===== config.mk =====
export PLATFORM = sky130hd
export DESIGN_NAME = axi_ram_init_ctrl
export DESIGN_NICKNAME = d
export VERILOG_FILES = /design/src/rtl/axi_ram_init_ctrl.sv
export SDC_FILE = /design/constraint.sdc
export NUM_CORES = 1
export LEC_CHECK = 0
export CAP_MARGIN = 10
export CORE_MARGIN = 4
export CORE_UTILIZATION = 47
export DETAILED_ROUTE_END_ITERATION = 8
export HOLD_SLACK_MARGIN = 0.15
export PLACE_DENSITY = 0.87
export SLEW_MARGIN = 20
export SYNTH_ARGS = -nofsm -noshare
export SYNTH_HDL_FRONTEND = slang
export SYNTH_SLANG_ARGS = --single-unit

===== constraint.sdc =====
create_clock -name clk -period 4.5 [get_ports clk]
set_input_delay 0.45 -clock clk [delete_from_list [all_inputs] [get_ports clk]]
set_output_delay 0.45 -clock clk [all_outputs]
set_load 0.005 [all_outputs]

===== src/rtl/axi_ram_init_ctrl.sv =====
// AXI4 write-only sequencer that fills the main RAM with a constant pattern after reset.
// Drives init-done/init-error status so the top level can hand the write channels to the core.
module axi_ram_init_ctrl #(
    parameter int          ID_WIDTH  = 6,
    parameter logic [31:0] BASE_ADDR = 32'h0,
    parameter logic [31:0] MEM_SIZE  = 32'h10000,
    parameter int          BURST_LEN = 16,
    parameter logic [63:0] FILL      = 64'h0
) (
    input  logic                clk,
    input  logic                rst,
    input  logic                i_start,
    output logic [ID_WIDTH-1:0] o_awid,
    output logic [31:0]         o_awaddr,
    output logic [7:0]          o_awlen,
    output logic [2:0]          o_awsize,
    output logic [1:0]          o_awburst,
    output logic                o_awvalid,
    input  logic                i_awready,
    output logic [63:0]         o_wdata,
    output logic [7:0]          o_wstrb,
    output logic                o_wlast,
    output logic                o_wvalid,
    input  logic                i_wready,
    input  logic [ID_WIDTH-1:0] i_bid,
    input  logic [1:0]          i_bresp,
    input  logic                i_bvalid,
    output logic                o_bready,
    output logic                o_busy,
    output logic                o_init_done,
    output logic                o_init_error
);

    localparam int unsigned    NUM_BURSTS  = MEM_SIZE / (BURST_LEN * 8);
    localparam int             BCW         = $clog2(NUM_BURSTS) + 1;
    localparam logic [BCW-1:0] LAST_BURST  = BCW'(NUM_BURSTS - 1);
    localparam logic [31:0]    BURST_BYTES = 32'(BURST_LEN * 8);
    localparam logic [7:0]     LAST_BEAT   = 8'(BURST_LEN - 1);

    typedef enum logic [2:0] {S_IDLE, S_ADDR, S_DATA, S_RESP, S_DONE} state_t;

    state_t         state, state_nxt;
    logic [7:0]     beat_cnt;
    logic [BCW-1:0] burst_cnt;
    logic           err_q;
    logic           b_bad;

    assign b_bad = (i_bresp != 2'b00) || (i_bid != '0);

    always_ff @(posedge clk) begin
        if (rst) state <= S_IDLE;
        else     state <= state_nxt;
    end

    always_comb begin
        state_nxt = state;
        unique case (state)
            S_IDLE: state_nxt = S_ADDR;
            S_ADDR: if (i_awready) state_nxt = S_DATA;
            S_DATA: if (i_wready && beat_cnt == LAST_BEAT) state_nxt = S_RESP;
            // A bad response abandons the rest of the fill.
            S_RESP: if (i_bvalid) state_nxt = (b_bad || burst_cnt == LAST_BURST) ? S_DONE : S_ADDR;
            S_DONE: if (i_start) state_nxt = S_ADDR;
            default: state_nxt = S_IDLE;
        endcase
    end

    always_ff @(posedge clk) begin
        if (rst) begin
            o_awaddr  <= BASE_ADDR;
            beat_cnt  <= '0;
            burst_cnt <= '0;
            err_q     <= 1'b0;
        end else begin
            unique case (state)
                S_ADDR: if (i_awready) beat_cnt <= '0;
                S_DATA: if (i_wready) beat_cnt <= beat_cnt + 8'd1;
                S_RESP: begin
                    if (i_bvalid) begin
                        if (b_bad) begin
                            err_q <= 1'b1;
                        end else begin
                            // May wrap past 2^32 on the final burst; that address is never issued.
                            o_awaddr  <= o_awaddr + BURST_BYTES;
                            burst_cnt <= burst_cnt + 1'b1;
                        end
                    end
                end
                S_DONE: begin
                    if (i_start) begin
                        o_awaddr  <= BASE_ADDR;
                        burst_cnt <= '0;
                        err_q     <= 1'b0;
                    end
                end
                default: ;
            endcase
        end
    end

    assign o_awid       = '0;
    assign o_awlen      = LAST_BEAT;
    assign o_awsize     = 3'd3;
    assign o_awburst    = 2'b01;
    assign o_wdata      = FILL;
    assign o_wstrb      = 8'hff;
    assign o_awvalid    = (state == S_ADDR);
    assign o_wvalid     = (state == S_DATA);
    assign o_wlast      = (state == S_DATA) && (beat_cnt == LAST_BEAT);
    assign o_bready     = (state == S_RESP);
    assign o_busy       = (state == S_ADDR) || (state == S_DATA) || (state == S_RESP);
    assign o_init_done  = (state == S_DONE);
    assign o_init_error = err_q;

endmodule


==> results.yml, run 1 <==
outcome:
  status: "complete, no violations"
yosys:
  synth_compound_area_share_pct: 16.6
  ys_top_cells_by_count: "buf_4 (99), dfxtp_1 (47), nand2_1 (46)"
  synthDominantCellAreaShare_pct: 27.1
  synthMuxAreaShare_pct: 5.77
  synth.area.top_cells: "dfxtp_1 (27%), buf_4 (21%), mux2i_1 (5.8%), nand2_1 (5.0%), a2111o_1 (3.2%)"
  ys_seq_area_share_pct: 27.1
  synth_edf_count: 0
  synth_top_family_by_area: "buffers and inverters"
  synthDistinctLibCells: 47
  syn-cell-area_sq_um: 3470
  synth-adder-area-share_pct: 1.08
  synth_area_per_cell_sq_um: 8.35
  synth_xor_area_share_pct: 1.52
  synth-simple-area-share_pct: 22.5
  yosysMostFrequentCell: "buf_4"
  yosys_warnings: 0
  syn_inst: 415
  async_flop_share_pct: 0
  synth-seq-cells: 47
  synth-main-ff-cell: "dfxtp_1"
  synth_top_cell_by_area: "dfxtp_1"
critical_path:
  setup.worst_path.end_class: "flip-flop"
  worstRegToRegCells: 4
  cp.arrival_ps: 3080
  required_ps: 4730
  r2r-end: "burst_cnt[5]$_SDFFE_PP0P_"
  timing.rr.start: "state[1]$_SDFFE_PP0P_"
  crit_type: "in2reg"
  crit_fanout: 20
  rrSetupSlack_ps: 1840
  crit_path_start_kind: "input port"
clocking:
  htreeDepth: 2
  clk_pin_slew_ps: 80
  clockRootBuffer: "clkbuf_8"
  cts_tree: "done"
  ctsResizeCount: 0
  cts_made_buffers: 5
  cts_buffer_depth: 2
  post-cts-setup-buffer-count: 0
  cts_hold_buf: 0
  clock-sinks: 47
  clkLatencyLatePin_ps: 300
cells_and_area:
  num_antenna_cells: 0
  area_delta_synth_final_pct: 5.63
  final_layout_size_suffix_gt1_share_pct: 3.81
  final_nets: 462
  utilization_pct: 50.8
global_route:
  grt_use_met3_pct: 2.96
  grt_pass1_vias: 2489
  grt_max_degree: 32
  grt_overflow: 0
  grt_usage_pct: 16.2
  grt_first_pass_wirelength_um: 11800
  use_met1_pct: 21.4
  grt_busiest_layer: "met2"
  grt_util_met2_pct: 26.7
  antenna_found_initial: 0
detailed_routing:
  viasPerCell: 5.17
  drtIter0Drc: 203
  vias: 2819
  ant_nets: 0
  dr.pass1.iters: 4
  drc: 0
  routedWlPerCell_um: 13.7
  wl_um: 7440
power:
  power.share.clock_pct: 32.1
  power_switching_mw: 0.194
  seqPwrFrac_pct: 56.4
  power_leakage_nw: 1.42
  switching_share_pct: 25.7
  internal_power_mw: 0.562
  combPwrFrac_pct: 11.4
  ir_worst_vdd_uv: 115
  p_per_area_nw_per_um2: 206
place:
  gp_routability_congestion: 0.813
  dpl.hpwl_um: 5390
  place_ws_ps: 1310
  io_buffer_count: 45
timing:
  worst_pin_slew_ps: 888
  clock_skew_ps: 8.32
  fin_crit_sh_pct: 63.3
  maxSlewHeadroom_pct: 40.6
  fin_crit_ps: 2850
  layout_setup_ws_ps: 1650
  max_freq_mhz: 351
  setup_tns_ps: 0
  final-hold-violation-count: 0
  finalSetupViolations: 0
  rsz0062_at_grt: "false"
  drv_slew: 0
hold_path:
  hold_end: "o_awaddr[31]$_SDFFE_PP0P_"
  hold_depth: 2
  hold_start: "o_awaddr[31]$_SDFFE_PP0P_"
  hold_class: "reg2reg"
floorplanning:
  die_area_sq_um: 8820
  core_sq_um: 7210
  die_x_um: 93.9
  ioPinCount: 144
  die_h_um: 93.9
  start_util_pct: 48.1
  floorplan.rows: 31
run:
  drv_cap: 0
-- critical path, cell delays in order --
cell and delay (ps):
clkdlybuf4s50_1 440, nor4_4 500, nand3_1 740, a2111oi_0 710
mux2i_1 220
-- cells in the final DEF (no fill, tap or decap), types with 3 or more instances in the layout --
| cell type | instances |
|---|---|
| ha_1 | 3 |
| nand2_1 | 46 |
| clkbuf_8 | 5 |
| a2111oi_0 | 4 |
| nand4_1 | 9 |
| a211oi_1 | 10 |
| nand3_1 | 21 |
| o21ai_0 | 3 |
| and2_1 | 4 |
| dfxtp_1 | 47 |
| conb_1 | 98 |
| buf_4 | 3 |
| a21oi_1 | 12 |
| inv_1 | 8 |
| and3_1 | 8 |
| and4_1 | 6 |
| nand2b_1 | 3 |
| nand3b_1 | 3 |
| or3_1 | 18 |
| o211ai_1 | 3 |
| mux2i_1 | 20 |
| o2111ai_1 | 11 |
| a2111o_1 | 10 |
| xnor2_1 | 6 |
| clkdlybuf4s50_1 | 45 |
| nor2_1 | 11 |
-- state kept, by name (all words and copies together), names as in the netlist --
signal,count
o_awaddr,25
burst_cnt,10
beat_cnt,8
state,3
o_init_error,1
-- cell families (layout without fill, tap and decap cells) --
logic type	Yosys count	after routing
flip-flops	47	47
other	2	98
buffers and inverters	129	64
XOR/XNOR	6	6
AND/OR/NAND/NOR	141	141
multiplexers	20	20
AO/OA/AOI/OAI	67	67
adder cells (fa/ha/maj)	3	3
-- through the flow --
stage	total power [mW]	cell area, sq um	std cells	hold WS, ps
final	0.756	3660	545	478
after global routing	0.795	3660	545	519
after floorplan	0.551	3830	511	444
after global placement	0.517	3580	537	460
after CTS	0.762	3660	545	481
after detailed placement	0.519	3580	537	463
-- layout make-up --
type | count | area (sq um)
well taps | 99 | 124
fillers | 706 | 3550
multi-input cells | 335 | 2010
repair buffers | 48 | 473
inverters | 8 | 30.0
flip-flops and latches | 47 | 941
clock buffers | 7 | 76.3
clock inverters | 1 | 5.00
-- power by group through the flow --
stage	Clock [mW]	Sequential, mW	Combinational [mW]
6_report	0.243	0.427	0.0863
3_5_place_dp	0	0.436	0.0833
2_1_floorplan	0	0.431	0.120
3_3_place_gp	0	0.436	0.0809
5_1_grt	0.269	0.428	0.0978
4_1_cts	0.252	0.426	0.0837
-- worst max-delay path by stage --
stage	cells past startpoint	to	slack (ps)	startpoint
final	5	burst_cnt[5]$_SDFFE_PP0P_	1650	i_bid[1]
after CTS	5	burst_cnt[5]$_SDFFE_PP0P_	1640	i_bid[1]
after global placement	5	burst_cnt[5]$_SDFFE_PP0P_	1480	i_bid[1]
after floorplan	5	burst_cnt[7]$_SDFFE_PP0P_	2740	i_bid[1]
after global routing	5	burst_cnt[5]$_SDFFE_PP0P_	1400	i_bid[1]
after detailed placement	5	burst_cnt[5]$_SDFFE_PP0P_	1310	i_bid[1]
-- metal layers --
layer | part of all wire, % | up-vias
met5 | 0 | -
met4 | 0.78 | 0
met3 | 8.0 | 9
met2 | 47 | 120
met1 | 44 | 1331
li1 | - | 1359
Note: power is estimated with default switching activity, not from simulation.
==> run 2: changes to the inputs <==
--- a/config.mk
+++ b/config.mk
@@ -7,10 +7,10 @@
 export LEC_CHECK = 0
 export CAP_MARGIN = 10
 export CORE_MARGIN = 4
-export CORE_UTILIZATION = 47
+export CORE_UTILIZATION = 44
 export DETAILED_ROUTE_END_ITERATION = 8
 export HOLD_SLACK_MARGIN = 0.15
-export PLACE_DENSITY = 0.87
+export PLACE_DENSITY = 0.82
 export SLEW_MARGIN = 20
 export SYNTH_ARGS = -nofsm -noshare
 export SYNTH_HDL_FRONTEND = slang
==> constraint.sdc (replaced) <==
create_clock -name clk -period 2.8 [get_ports clk]
set_input_delay 0.28 -clock clk [delete_from_list [all_inputs] [get_ports clk]]
set_output_delay 0.28 -clock clk [all_outputs]
set_load 0.005 [all_outputs]
==> results.yml, run 2 (same netlist as run 1, synthesis figures left out) <==
outcome:
  status: "complete, no violations"
clocking:
  cts_made_buffers: 5
  clockRootBuffer: "clkbuf_8"
  ctsResizeCount: 0
  cts_buffer_depth: 2
  clk_pin_slew_ps: 90
  post-cts-setup-buffer-count: 0
  clkLatencyLatePin_ps: 300
  clock-sinks: 47
  htreeDepth: 2
  cts_tree: "done"
  cts_hold_buf: 0
cells_and_area:
  layoutNonFillerInstCount: 553
  final_layout_size_suffix_gt1_share_pct: 5.10
  area_delta_synth_final_pct: 7.22
  top_regs: "o_awaddr (25), burst_cnt (10), beat_cnt (8)"
  final_nets: 467
  utilization_pct: 48.4
  largest_register_ffs: 25
  layout_commonest_cell: "conb_1"
  final_area_sq_um: 3720
  top_register: "o_awaddr"
  num_antenna_cells: 0
  layout_common_cells: "conb_1 (98), dfxtp_1 (47), nand2_1 (46)"
power:
  ir_worst_vdd_uv: 174
  p_per_area_nw_per_um2: 340
  total_power_mw: 1.26
  power_leakage_nw: 1.45
global_route:
  grt_overflow: 0
  grt_first_pass_wirelength_um: 12500
  antenna_found_initial: 0
  grt_usage_pct: 15.8
  grt_max_degree: 31
  grt_pass1_vias: 2529
critical_path:
  cp.arrival_ps: 2090
  crit_path_start_kind: "flip-flop"
  setup.worst_path.end_class: "output pin"
  worstRegToRegCells: 3
  crit_fanout: 4
  cpMaxStageDelayCell: "clkdlybuf4s50_1"
  max_stage_delay_ps: 550
  required_ps: 2520
  cp_cell_sequence: "ha_1 > nand3_1 > nand2b_1 > nor4b_1 > clkdlybuf4s50_1"
  crit_type: "reg2out"
place:
  dpl_cell_area_sq_um: 3620
  place_ws_ps: 465
  dpl.hpwl_um: 5740
  dp_cells: 545
  io_buffer_count: 45
  gp_routability_congestion: 0.840
timing:
  max_freq_mhz: 421
  worst_pin_slew_ps: 662
  fin_crit_ps: 2370
  hold_ws_ps: 474
  rsz0062_at_grt: "false"
  finalSetupViolations: 0
  final-hold-violation-count: 0
  setup_tns_ps: 0
  fin_crit_sh_pct: 84.8
  maxSlewHeadroom_pct: 55.7
  drv_slew: 0
  clock_skew_ps: 9.68
  layout_setup_ws_ps: 425
run:
  drv_cap: 0
floorplanning:
  die_x_um: 96.8
  core_sq_um: 7690
  die_area_sq_um: 9360
  die_h_um: 96.8
  ioPinCount: 144
  floorplan.rows: 32
  start_util_pct: 45.1
detailed_routing:
  wl_um: 7740
  drtIter0Drc: 261
  drc: 0
  routedWlPerCell_um: 14.0
  vias: 2814
  dr.pass1.iters: 4
  ant_nets: 0
  viasPerCell: 5.09
hold_path:
  hold_class: "reg2reg"
  hold_depth: 2
-- run 2: cell count changes in the layout (fill, tap and decap cells not counted), sizes merged --
cell,delta
buf,+5
-- run 2: final timing paths --
kind,start,end,slack (ps)
max,beat_cnt[0]$_SDFFE_PP0P_,o_wlast,430
min reg2reg,burst_cnt[8]$_SDFFE_PP0P_,burst_cnt[8]$_SDFFE_PP0P_,470
min,burst_cnt[8]$_SDFFE_PP0P_,burst_cnt[8]$_SDFFE_PP0P_,470
max reg2reg,state[2]$_SDFFE_PP0P_,burst_cnt[5]$_SDFFE_PP0P_,590
-- run 2: metal layers --
layer | vias to the layer above | track usage, % | share of wire [%]
li1 | 1370 | - | -
met1 | 1328 | 20.6 | 42
met2 | 109 | 26.5 | 50
met3 | 7 | 3.39 | 7.2
met4 | 0 | 3.89 | 0.85
met5 | - | 0 | 0
-- run 2: power breakdown --
part           internal (mW)  switching (mW)
clock network          0.203           0.234
registers              0.673          0.0124
logic                 0.0551          0.0847
total                  0.931           0.332
-- run 2: cell type report --
| type | instances | area [sq um] |
|---|---|---|
| Clock buffer | 7 | 86.3 |
| Clock inverter | 1 | 8.76 |
| Fill cell | 736 | 3970 |
| Inverter | 8 | 30.0 |
| Multi-Input combinational cell | 335 | 2010 |
| Sequential cell | 47 | 941 |
| Tap cell | 102 | 128 |
| Timing Repair Buffer | 53 | 510 |
-- run 2: critical path, delay by kind of cell (launching register included) --
family / cells / cell delay, ps
and+or+nand+nor: 3 / 630
buffers and inverters: 1 / 550
DFF: 1 / 400
adders and majority gates: 1 / 210
